--- src/rtl/fp_line_quantizer.sv ---
// Serial FP32 line quantizer: converts each lane of a packed FP32 line to a signed
// fixed-point integer scaled by 2^StepSizeExp. Optional macro: QUANT_ROUND_NEAREST_EN.
module fp_line_quantizer #(
  parameter int L2WIDTH   = 512,
  parameter int WWIDTH    = 32,
  parameter int EXPLENGTH = 8,
  parameter int QWIDTH    = 16,
  parameter int LANES     = L2WIDTH / WWIDTH
) (
  input  logic                        clk,
  input  logic                        rst_n,
  input  logic                        in_valid,
  output logic                        in_ready,
  input  logic [L2WIDTH-1:0]          in_line,
  input  logic [EXPLENGTH-1:0]        StepSizeExp,
  output logic                        out_valid,
  input  logic                        out_ready,
  output logic [LANES*QWIDTH-1:0]     out_line,
  output logic                        out_sat
);

  localparam int CW  = (LANES > 1) ? $clog2(LANES) : 1;
  localparam int SHW = ((EXPLENGTH > 8) ? EXPLENGTH : 8) + 2;
  localparam int MW  = 25;

  localparam logic [1:0] IDLE    = 2'd0;
  localparam logic [1:0] CONVERT = 2'd1;
  localparam logic [1:0] HOLD    = 2'd2;

  localparam logic [MW-1:0]     POS_LIM = MW'((1 << (QWIDTH - 1)) - 1);
  localparam logic [MW-1:0]     NEG_LIM = MW'(1 << (QWIDTH - 1));
  localparam logic [QWIDTH-1:0] QPOS    = {1'b0, {(QWIDTH-1){1'b1}}};
  localparam logic [QWIDTH-1:0] QNEG    = {1'b1, {(QWIDTH-1){1'b0}}};

  // Returns {sat, q} for one FP32 word at the given step exponent.
  function automatic logic [QWIDTH:0] quant_lane(input logic [31:0] w,
                                                 input logic signed [EXPLENGTH-1:0] step);
    logic                  s;
    logic [7:0]            e;
    logic [23:0]           sig;
    logic signed [SHW-1:0] sh;
    logic [MW-1:0]         mag;
    logic [MW-1:0]         negm;
    logic                  big;
    logic                  sat;
    logic [QWIDTH-1:0]     q;
    s    = w[31];
    e    = w[30:23];
    sig  = {1'b1, w[22:0]};
    sh   = $signed(SHW'(e)) - $signed(SHW'(127)) - SHW'(step);
    mag  = '0;
    big  = 1'b0;
    sat  = 1'b0;
    q    = '0;
    negm = '0;
    // Any shift beyond the mantissa width already exceeds every supported QWIDTH.
    if (sh > 23) begin
      big = 1'b1;
    end else if (sh >= 0) begin
      mag = MW'(sig >> (5'd23 - 5'(sh)));
`ifdef QUANT_ROUND_NEAREST_EN
      if (sh < 23) mag = mag + MW'(sig[5'd22 - 5'(sh)]);
`endif
    end
`ifdef QUANT_ROUND_NEAREST_EN
    else if (sh == -1) begin
      mag = MW'(1);
    end
`endif
    if (e == 8'd0) begin
      q   = '0;
      sat = 1'b0;
    end else if (e == 8'hFF) begin
      q   = s ? QNEG : QPOS;
      sat = 1'b1;
    end else if (s) begin
      if (big || (mag > NEG_LIM)) begin
        q   = QNEG;
        sat = 1'b1;
      end else begin
        negm = -mag;
        q    = negm[QWIDTH-1:0];
      end
    end else begin
      if (big || (mag > POS_LIM)) begin
        q   = QPOS;
        sat = 1'b1;
      end else begin
        q = mag[QWIDTH-1:0];
      end
    end
    return {sat, q};
  endfunction

  logic [1:0]                  state;
  logic [CW-1:0]               cnt;
  logic [L2WIDTH-1:0]          line_p0;
  logic signed [EXPLENGTH-1:0] step_p0;
  logic [WWIDTH-1:0]           word_p0;
  logic [QWIDTH:0]             lane_res;

  assign in_ready  = (state == IDLE);
  assign out_valid = (state == HOLD);
  assign word_p0   = line_p0[cnt*WWIDTH +: WWIDTH];
  assign lane_res  = quant_lane(word_p0, step_p0);

  // Stage p0: captured line and step, held while lanes are converted.
  always_ff @(posedge clk) begin
    if ((state == IDLE) && in_valid) begin
      line_p0 <= in_line;
      step_p0 <= StepSizeExp;
    end
  end

  // Lane conversion writes straight into the output register.
  always_ff @(posedge clk or negedge rst_n) begin
    if (!rst_n) begin
      state    <= IDLE;
      cnt      <= '0;
      out_line <= '0;
      out_sat  <= 1'b0;
    end else begin
      case (state)
        IDLE: begin
          if (in_valid) begin
            state   <= CONVERT;
            cnt     <= '0;
            out_sat <= 1'b0;
          end
        end
        CONVERT: begin
          out_line[cnt*QWIDTH +: QWIDTH] <= lane_res[QWIDTH-1:0];
          out_sat <= out_sat | lane_res[QWIDTH];
          if (cnt == CW'(LANES - 1)) state <= HOLD;
          else cnt <= cnt + 1'b1;
        end
        HOLD: begin
          if (out_ready) state <= IDLE;
        end
        default: state <= IDLE;
      endcase
    end
  end

endmodule
--- config.mk ---
export PLATFORM = sky130hd
export DESIGN_NAME = fp_line_quantizer
export DESIGN_NICKNAME = d
export VERILOG_FILES = /design/src/rtl/fp_line_quantizer.sv
export SDC_FILE = /design/constraint.sdc
export NUM_CORES = 1
export LEC_CHECK = 0
export CAP_MARGIN = 10
export CORE_AREA = 3 3 303 305
export DETAILED_ROUTE_END_ITERATION = 8
export DIE_AREA = 0 0 306 308
export SYNTH_ARGS = -nofsm -noshare
export SYNTH_HDL_FRONTEND = slang
export SYNTH_SLANG_ARGS = --single-unit
--- constraint.sdc ---
create_clock -name clk -period 25.2 [get_ports clk]
set_input_delay 5.04 -clock clk [delete_from_list [all_inputs] [get_ports clk]]
set_output_delay 5.04 -clock clk [all_outputs]
set_load 0.005 [all_outputs]
== After elaboration in Yosys (flattened, before gate mapping) ==
Cells that the tools add are included.
Widths: inputs -> output; s select.
Storage, ports and cells
  input bits: 524
  bits in read-only memories: 0
  memories kept: 0
  word-level logic and storage cells: 62
  latch bits: 0
  bits in registers: 783
  memory bits (writable): 0
  output and inout bits: 259
Operators by class
  bitwise operators: 1
  shifts and indexed selects: 4
  equal/unequal tests: 8
  divide/modulo/power cells: 0
  reductions and logical operators: 9
  magnitude comparators: 4
  add/subtract/negate cells: 6
  multipliers: 0
  muxes and demuxes: 24
Operators with widths (count)
  $shiftx 512x10->32: 1
  $bwmux 256: 1
  $shift 16x34->256 const A: 1
  $shiftx 16x34->256: 1
  $mux 16: 6
  $mux 25: 2
  $neg 8->34: 1
  $gt 25x15->1 const B: 1
  $gt 25x16->1 const B: 1
  $shr 24x5->25: 1
  $neg 16->16: 1
  $ge 10x1->1 const B: 1
  $gt 10x6->1 const B: 1
  $sub 9x8->10: 1
  $sub 8x7->9 const B: 1
  $eq 8x8->1 const B: 1
  $logic_not 8->1: 1
  $mux 4: 2
  $pmux 4 s2: 1
  $mux 1: 7
  $mux 2: 3
  $ne 2x2->1 const B: 3
  $pmux 2 s3: 1
  $reduce_and 3->1: 2
  13 further kinds: 14

== Logic depth before layout (Yosys ltp) ==
Gate-level depths: netlist (run 1).
  word-level depth: 15
  depth in mapped cells: 36
  gate-level depth less buffers: 27

== Worst setup path after synthesis (run 1) ==
OpenSTA, ideal clock, no wires.
  path type: in2reg
  from: in in_valid
  to: reg line_p0[0], enable pin
  path slack: 8887 ps
  path buffers: 0
  data required time: 24332 ps
  stages: 3
  library setup time: 868 ps
  arrival: 15445 ps
  path through: nand2b_1 -> or2_2 -> inv_1
Between the ends
  cells in the longest elaborated chain, start to end: 1
RTL lines
  from (decl): line 12  | input logic in_valid,
  $logic_and 1x1->1: line 109  | if ((state == IDLE) && in_valid) begin
  to (signal assigned): line 110  | line_p0 <= in_line;
  to (decl): line 97  | logic [L2WIDTH-1:0] line_p0;
No other way between the ends.
A chain may end at the register's enable or synchronous reset.

== Worst setup path after layout (run 1) ==
  from: reg cnt[1]
  to: reg out_line[28]
Between the ends
  cells in the longest elaborated chain, start to end: 15
  elaborated cells between the ends (all ways): 27
  those cells by class: 5 x add/sub; 4 x order compare; 1 x eq/ne; 4 x shift; 10 x mux; 3 x reduce/logical
RTL lines
  from (decl): line 96  | logic [CW-1:0] cnt;
  from (signal assigned): line 135  | else cnt <= cnt + 1'b1;
  $shiftx 512x10->32: line 104  | assign word_p0 = line_p0[cnt*WWIDTH +: WWIDTH];
  $sub 8x7->9: line 50  | sh = $signed(SHW'(e)) - $signed(SHW'(127)) - SHW'(step);
  $sub 9x8->10: line 50
  $sub 5x5->5: line 60  | mag = MW'(sig >> (5'd23 - 5'(sh)));
  $shr 24x5->25: line 60
  $mux 25: line 59  | end else if (sh >= 0) begin
  $mux 25: line 57  | if (sh > 23) begin
  $gt 25x15->1 / $gt 25x16->1 (equally long branches): line 85, 77
  $logic_or 1x1->1 (on tied branches): line 85, 77
  $mux 16 (on tied branches): line 85, 77
  $mux 16: line 76  | end else if (s) begin
  $mux 16: line 73  | end else if (e == 8'hFF) begin
  $mux 16: line 70  | if (e == 8'd0) begin
  $shiftx 16x34->256: line 132  | out_line[cnt*QWIDTH +: QWIDTH] <= lane_res[QWIDTH-1:0];
  $bwmux 256 (*): line 132
  to (signal, indexed assignment): line 132
  to (decl): line 18  | output logic [LANES*QWIDTH-1:0] out_line,
Mark *: on every way between the ends. The rest lies on a longest branch, timed or not.

==> impl_metrics.sql, run 1 <==
INSERT INTO impl_metrics (metric_group, metric, value, unit) VALUES
('timing', 'finalHoldViolCount', '0', ''),
('routing', 'detail_route.drc_violations', '0', ''),
('routing', 'detail_route.wl_per_cell', '26.8', 'µm'),
('worst_hold_path', 'timing.hold.worst_path_depth', '2', ''),
('worst_hold_path', 'hold_path.class', 'reg2reg', ''),
('finish', 'multi_input_gate_area', '0.0106', 'mm²'),
('worst_setup_path', 'critical_path.most_common_cell', 'sky130_fd_sc_hd__inv_1', ''),
('worst_hold_path', 'timing.hold.worst_endpoint', 'out_line[248]', ''),
('clocking', 'htree_levels', '3', ''),
('worst_setup_path', 'setup.worst_path.class', 'reg2reg', ''),
('clocking', 'cts_hold_buf', '0', ''),
('yosys', 'yosysTopAreaCellShare', '46.4', '%'),
('yosys', 'syn_area_per_cell', '13.6', 'µm²'),
('timing', 'finalWorstPathRequiredPeriod', '9340', 'ps'),
('die', 'io-pin-count', '783', ''),
('routing', 'postRouteWirelength', '120000', 'µm'),
('placement', 'post-place-ws', '16000', 'ps'),
('yosys', 'cells_after_synthesis', '2469', ''),
('worst_setup_path', 'cp_max_fo', '77', ''),
('clocking', 'tritoncts_num_sinks', '783', ''),
('routing', 'drt_iter0_drc', '1979', ''),
('timing', 'timing_max_transition_violations_final', '0', ''),
('worst_setup_path', 'critical-path-max-stage-delay', '740', 'ps'),
('placement', 'post-dp-hpwl', '91800', 'µm'),
('timing', 'finalCritPeriodShare', '37.1', '%'),
('worst_setup_path', 'reg2reg_from', 'cnt[1]', ''),
('routing', 'dr_total_vias', '24640', ''),
('finish', 'number_of_nets_in_the_final_layout', '3771', ''),
('yosys', 'synth_edf_count', '520', ''),
('timing', 'setup_viol_count_final', '0', ''),
('placement', 'portBuffers', '782', ''),
('clocking', 'worst_skew_pair.late_latency', '650', 'ps'),
('global_route', 'grt_antenna_before_repair', '27', ''),
('routing', 'drt_first_pass_iters', '5', ''),
('run_status', 'status', 'complete, no violations', ''),
('worst_setup_path', 'worst-endpoint-required', '25700', 'ps'),
('worst_setup_path', 'critical_path_arrival', '9840', 'ps'),
('global_route', 'total_global_route_track_usage', '24.9', '%'),
('yosys', 'number_of_register_bits_inferred_by_synthesis', '783', ''),
('global_route', 'wire_length_of_the_first_global_routing_pass', '173000', 'µm'),
('worst_setup_path', 'timing.critical_path.slowest_stage_cell', 'sky130_fd_sc_hd__buf_4', ''),
('timing', 'setup_total_negative_slack', '0', 'ps'),
('yosys', 'synth-seq-area-share', '66.0', '%'),
('global_route', 'maximum_number_of_pins_on_one_net_before_global_route_repair', '126', ''),
('die', 'row_count', '110', ''),
('worst_hold_path', 'launch_instance_of_the_worst_min_delay_path', 'out_line[248]', ''),
('clocking', 'ctsResizeCount', '0', ''),
('timing', 'fin_ws', '15860', 'ps'),
('timing', 'hold_slack', '483', 'ps'),
('yosys', 'synth_cell_type_count', '101', ''),
('timing', 'max_freq', '0.107', 'GHz'),
('die', 'die_x', '306', 'µm'),
('clocking', 'clock_tree.root_cell', 'sky130_fd_sc_hd__clkbuf_16', ''),
('timing', 'setup_repair_after_global_routing_missed_its_margin', 'no', ''),
('run', 'drv_cap', '0', ''),
('worst_setup_path', 'sort_of_element_at_the_start_of_the_critical_path', 'flop', ''),
('finish', 'fraction_of_layout_cells_with_a_size_suffix_above_1', '10.0', '%'),
('die', 'die-area', '0.0942', 'mm²'),
('routing', 'drt-vias-per-instance', '5.49', ''),
('clocking', 'post-cts-setup-buffers', '0', ''),
('clocking', 'numCtsBuffers', '83', ''),
('worst_setup_path', 'worst_r2r_endpoint', 'out_line[28]', ''),
('yosys', 'synth.area.top_cells', 'sky130_fd_sc_hd__edfxtp_1, sky130_fd_sc_hd__dfrtp_1, sky130_fd_sc_hd__mux2i_1, sky130_fd_sc_hd__nand2_1, sky130_fd_sc_hd__mux4_2', ''),
('finish', 'final-seq-area', '0.0222', 'mm²'),
('die', 'die_height', '308', 'µm'),
('global_route', 'gr-total-overflow', '0', ''),
('worst_setup_path', 'reg2regPathDepth', '27', ''),
('timing', 'worst_pin_slew', '1150', 'ps'),
('finish', 'area.growth.synth_to_final', '34.7', '%'),
('timing', 'finalClockSkew', '25.4', 'ps'),
('placement', 'place_congestion', '0.897', '');
-- how the worst max path moves through the flow --
| stage | slack (ps) | cells after the start | from | end |
|---|---|---|---|---|
| 2_1_floorplan | 8890 | 3 | in_valid | line_p0[0] |
| 3_3_place_gp | 16210 | 27 | cnt[1] | out_line[12] |
| 3_5_place_dp | 16000 | 27 | cnt[1] | out_line[28] |
| 4_1_cts | 15900 | 27 | cnt[1] | out_line[28] |
| 5_1_grt | 15220 | 27 | cnt[1] | out_line[19] |
| 6_report | 15860 | 27 | cnt[1] | out_line[28] |
-- stage by stage --
step / instances / instance area (µm²) / util [%]
final: 4486 / 45300 / 50.6
after CTS: 4469 / 45300 / 50.5
after global placement: 4321 / 42600 / 47.5
after floorplan: 2469 / 33700 / -
after detailed placement: 4321 / 42600 / 47.5
after global routing: 4480 / 45300 / 50.6
-- final cells by class --
cell class              instances  share of cell area [%]
multi-input cells            1506                    23.5
clock inverters                42                    1.04
diodes                         17                  0.0939
clock buffers                 106                    4.97
repair buffers                815                    17.8
inverters                      41                   0.356
flip-flops and latches        783                    49.0
well taps                    1176                    3.25
-- worst min-delay path: cells and delay by family, from the launching register on --
kind / cells / cell delay, ps
compound gates: 1 / 60
simple gates: 1 / 50
flops: 1 / 340
-- kinds of logic after synthesis --
family | after synthesis | share of synthesized area, %
XOR/XNOR | 16 | 0.416
AND/OR/NAND/NOR | 655 | 8.94
flip-flops | 783 | 66.0
buffers and inverters | 180 | 2.67
AO/OA/AOI/OAI | 519 | 10.5
adder cells (fa/ha/maj) | 17 | 0.654
multiplexers | 299 | 10.8
-- Yosys cell counts (11+ instances only) --
| master | instances |
|---|---|
| sky130_fd_sc_hd__nand2b_1 | 11 |
| sky130_fd_sc_hd__clkbuf_1 | 67 |
| sky130_fd_sc_hd__a22oi_1 | 66 |
| sky130_fd_sc_hd__dfrtp_1 | 263 |
| sky130_fd_sc_hd__o31ai_1 | 36 |
| sky130_fd_sc_hd__o21ai_1 | 61 |
| sky130_fd_sc_hd__a211oi_1 | 12 |
| sky130_fd_sc_hd__nand3_1 | 74 |
| sky130_fd_sc_hd__a31oi_1 | 12 |
| sky130_fd_sc_hd__buf_4 | 14 |
| sky130_fd_sc_hd__inv_1 | 39 |
| sky130_fd_sc_hd__mux4_2 | 45 |
| sky130_fd_sc_hd__o22ai_1 | 25 |
| sky130_fd_sc_hd__and3_1 | 11 |
| sky130_fd_sc_hd__buf_6 | 17 |
| sky130_fd_sc_hd__o21ai_0 | 146 |
| sky130_fd_sc_hd__a21oi_1 | 34 |
| sky130_fd_sc_hd__buf_2 | 33 |
| sky130_fd_sc_hd__edfxtp_1 | 520 |
| sky130_fd_sc_hd__nor3_1 | 39 |
| sky130_fd_sc_hd__xnor2_1 | 11 |
| sky130_fd_sc_hd__and2_1 | 17 |
| sky130_fd_sc_hd__nor2_1 | 71 |
| sky130_fd_sc_hd__ha_1 | 16 |
| sky130_fd_sc_hd__nand4_1 | 30 |
| sky130_fd_sc_hd__mux2_2 | 72 |
| sky130_fd_sc_hd__nand2_1 | 339 |
| sky130_fd_sc_hd__o221ai_1 | 11 |
| sky130_fd_sc_hd__mux2i_1 | 182 |
| sky130_fd_sc_hd__a221oi_1 | 16 |
-- placed cells by master (no fill, tap or decap), types with 39 or more instances in the layout --
| master | Yosys | routed |
|---|---|---|
| sky130_fd_sc_hd__nand2_1 | 339 | 339 |
| sky130_fd_sc_hd__dfrtp_1 | 263 | 259 |
| sky130_fd_sc_hd__mux2i_1 | 182 | 182 |
| sky130_fd_sc_hd__a22oi_1 | 66 | 66 |
| sky130_fd_sc_hd__clkdlybuf4s50_1 | 0 | 781 |
| sky130_fd_sc_hd__clkbuf_16 | 0 | 84 |
| sky130_fd_sc_hd__mux2_2 | 72 | 72 |
| sky130_fd_sc_hd__mux4_2 | 45 | 45 |
| sky130_fd_sc_hd__edfxtp_1 | 520 | 520 |
| sky130_fd_sc_hd__o21ai_1 | 61 | 61 |
| sky130_fd_sc_hd__nor2_1 | 71 | 71 |
| sky130_fd_sc_hd__o21ai_0 | 146 | 145 |
| sky130_fd_sc_hd__nor3_1 | 39 | 39 |
| sky130_fd_sc_hd__nand3_1 | 74 | 74 |
-- registers in the layout, indices dropped and copies added, names as in the netlist --
signal / count
step_p0: 8
out_sat: 1
out_line: 256
state: 2
line_p0: 512
cnt: 4
-- metal layers --
metal | track usage [%] | routed length, µm
met5 | 0 | 132
met1 | 30.4 | 46400
met4 | 7.61 | 3250
met3 | 5.47 | 8840
met2 | 44.2 | 61500
Power of run 1 is left out: the tool's default activity adds up to more than one toggle a clock period on the data nets, which glitch-free logic cannot reach.
==> run 2: changes to the inputs <==
PLACE_DENSITY = 0.65   (was not set)
clock period = 8.24 ns   (was 25.2 ns; I/O delays follow)
==> run 2 against run 1 <==
  * Wire length decreased by 3.0%
  * Cell count increased by 0.62%
  * Clock-buffer cell count decreased by 5
  * Critical path depth decreased by 4
  * Critical endpoint is now out_line[172]
==> impl_metrics.sql, run 2 (synthesis gave the netlist of run 1 again) <==
INSERT INTO impl_metrics (metric_group, metric, value, unit) VALUES
('timing', 'finalClockSkew', '25.3', 'ps'),
('clocking', 'post-cts-setup-buffers', '0', ''),
('worst_setup_path', 'timing.critical_path.to', 'out_line[172]', ''),
('worst_setup_path', 'worst_r2r_endpoint', 'out_line[172]', ''),
('die', 'initial_standard_cell_utilization_of_the_core', '37.6', '%'),
('finish', 'top_regs', 'line_p0: 512 flops, out_line: 256 flops, step_p0: 8 flops', ''),
('run', 'drv_cap', '0', ''),
('worst_setup_path', 'critPathCaptureType', 'flop', ''),
('finish', 'layout_commonest_cell', 'sky130_fd_sc_hd__clkdlybuf4s50_1', ''),
('global_route', 'wire_length_of_the_first_global_routing_pass', '167000', 'µm'),
('clocking', 'htree_levels', '3', ''),
('finish', 'final_cell_mix', 'sky130_fd_sc_hd__clkdlybuf4s50_1, sky130_fd_sc_hd__edfxtp_1, sky130_fd_sc_hd__nand2_1', ''),
('worst_setup_path', 'regToRegSetupSlack', '530', 'ps'),
('worst_setup_path', 'worst-endpoint-required', '8780', 'ps'),
('finish', 'fraction_of_layout_cells_with_a_size_suffix_above_1', '10.9', '%'),
('die', 'die-area', '0.0942', 'mm²'),
('routing', 'postRouteWirelength', '117000', 'µm'),
('timing', 'max_freq', '0.130', 'GHz'),
('routing', 'dr_total_vias', '24447', ''),
('clocking', 'tritoncts_num_sinks', '783', ''),
('global_route', 'maximum_number_of_pins_on_one_net_before_global_route_repair', '191', ''),
('worst_setup_path', 'reg2reg_from', 'cnt[0]', ''),
('die', 'die_x', '306', 'µm'),
('routing', 'detail_route.wl_per_cell', '25.8', 'µm'),
('timing', 'setup_repair_after_global_routing_missed_its_margin', 'no', ''),
('finish', 'fillers', '7747', ''),
('routing', 'drt-vias-per-instance', '5.42', ''),
('clocking', 'worst_skew_pair.late_latency', '650', 'ps'),
('finish', 'number_of_nets_in_the_final_layout', '3807', ''),
('worst_setup_path', 'worstPathBufferInverterCount', '5', ''),
('timing', 'finalWorstPathRequiredPeriod', '7710', 'ps'),
('die', 'row_count', '110', ''),
('worst_hold_path', 'hold_path.class', 'reg2reg', ''),
('timing', 'worst_pin_slew', '1190', 'ps'),
('worst_setup_path', 'timing.critical_path.slowest_stage_cell', 'sky130_fd_sc_hd__dfrtp_4', ''),
('placement', 'portBuffers', '782', ''),
('routing', 'drt_iter0_drc', '2250', ''),
('worst_setup_path', 'critical-path-max-stage-delay', '760', 'ps'),
('clocking', 'cts_tree', 'yes', ''),
('clocking', 'numCtsBuffers', '83', ''),
('timing', 'finalHoldViolCount', '0', ''),
('worst_setup_path', 'reg2regPathDepth', '23', ''),
('finish', 'registers.top_by_ff_count', 'line_p0', ''),
('placement', 'post-dp-hpwl', '87700', 'µm'),
('worst_setup_path', 'startpoint', 'cnt[0]', ''),
('routing', 'detail_route.drc_violations', '0', ''),
('clocking', 'clock_tree.root_cell', 'sky130_fd_sc_hd__clkbuf_16', ''),
('worst_setup_path', 'sort_of_element_at_the_start_of_the_critical_path', 'flop', ''),
('finish', 'multi_input_gate_area', '0.0107', 'mm²'),
('timing', 'hold_slack', '476', 'ps'),
('die', 'io-pin-count', '783', ''),
('timing', 'setup_viol_count_final', '0', ''),
('timing', 'setup_total_negative_slack', '0', 'ps'),
('clocking', 'ctsLongestPathBuffers', '3', ''),
('timing', 'timing_max_transition_violations_final', '0', ''),
('finish', 'postLayoutCellArea', '0.0456', 'mm²'),
('placement', 'dp_cells', '4357', ''),
('routing', 'ant_nets', '0', ''),
('worst_setup_path', 'crit_family', 'compound AO/OA/AOI/OAI gates', ''),
('worst_setup_path', 'setup.worst_path.class', 'reg2reg', ''),
('worst_setup_path', 'cp_max_fo', '28', ''),
('global_route', 'total_global_route_track_usage', '24.1', '%'),
('finish', 'final-seq-area', '0.0222', 'mm²'),
('run_status', 'status', 'complete, no violations', ''),
('clocking', 'path_clk_slew', '60', 'ps'),
('finish', 'largest_reg_flops', '512', ''),
('global_route', 'grt_antenna_before_repair', '20', ''),
('clocking', 'cts_hold_buf', '0', ''),
('global_route', 'first_global_vias', '24563', ''),
('die', 'die_height', '308', 'µm'),
('placement', 'place_congestion', '0.924', ''),
('finish', 'area.growth.synth_to_final', '35.5', '%'),
('placement', 'placed_cell_area', '0.0429', 'mm²'),
('worst_setup_path', 'critical_path_cell_count', '23', ''),
('timing', 'finalCritPeriodShare', '93.6', '%'),
('worst_setup_path', 'critical_path.cell_chain', 'buf_4 > mux4_2 > mux4_2 > xnor2_1 > ha_1 > nor2_1 > a21oi_1 > xnor2_1 > buf_4 > nor2_1 > nor4b_1 > o21ai_1 > nor2_1 > inv_1 > ha_1 > inv_1 > a41oi_1 > a41oi_4 > o311ai_4 > nor2_2 > buf_4 > or3_1 > o21ai_1', ''),
('timing', 'worst_slew_margin_rel', '20.3', '%'),
('routing', 'drt_first_pass_iters', '5', ''),
('finish', 'fin_cells', '4514', ''),
('global_route', 'gr-total-overflow', '0', ''),
('worst_setup_path', 'critical_path_arrival', '8250', 'ps'),
('die', 'coreArea', '0.0896', 'mm²');
## run 2: changes by cell type in the layout (fill, tap and decap cells not counted), sizes merged
cell,delta
inv,-1
clkbuf,-5
bufinv,+1
diode,-8
buf,+36
clkinv,+4
clkinvlp,+1
## run 2: metrics by stage
stage / util (%) / setup slack [ps]
2_1_floorplan: - / -1810
3_3_place_gp: 47.9 / 626
3_5_place_dp: 47.9 / 640
4_1_cts: 50.9 / 562
5_1_grt: 50.9 / 42.7
6_report: 50.9 / 528
## run 2: worst min-delay path by stage
stage	cells past startpoint	from	slack (ps)	to
after CTS	2	out_line[230]	480	out_line[230]
final	2	out_line[192]	480	out_line[192]
after global routing	2	out_line[113]	500	out_line[113]
after global placement	2	out_line[230]	460	out_line[230]
after floorplan	2	out_sat	470	out_sat
after detailed placement	2	out_line[230]	460	out_line[230]
## run 2: layout make-up
| class | instances | share of cell area, % |
|---|---|---|
| Antenna cell | 9 | 0.0494 |
| Clock buffer | 101 | 4.77 |
| Clock inverter | 47 | 1.05 |
| Inverter | 41 | 0.346 |
| Multi-Input combinational cell | 1506 | 23.4 |
| Sequential cell | 783 | 48.7 |
| Tap cell | 1176 | 3.23 |
| Timing Repair Buffer | 851 | 18.5 |
## run 2: repair_timing
item                                   CTS  global route
endpoints found under the hold margin    0             0
gates resized for setup                  0             1
setup endpoints to repair                0             1
## run 2: tightest hold or removal path: cells and delay by family, from the launching register on
family	cells	cell delay [ps]
and+or+nand+nor	1	40
DFF	1	340
AOI/OAI and AO/OA	1	60
## run 2: per-layer routing
| metal | track usage, % | routed length, µm | up-vias |
|---|---|---|---|
| met5 | 0 | 134 | - |
| met4 | 7.80 | 3650 | 20 |
| met3 | 6.28 | 9320 | 207 |
| met2 | 42.3 | 59100 | 1100 |
| met1 | 28.9 | 44300 | 12078 |
| li1 | - | - | 11042 |
Power of run 2 is left out for the same reason.
==> run 3: changes to the inputs <==
ABC_CLOCK_PERIOD_IN_PS = 8240   (was not set)
==> results of run 3 <==
Final layout, timing and power as in run 2 (identical DEF).
Power of run 3 is left out for the same reason.
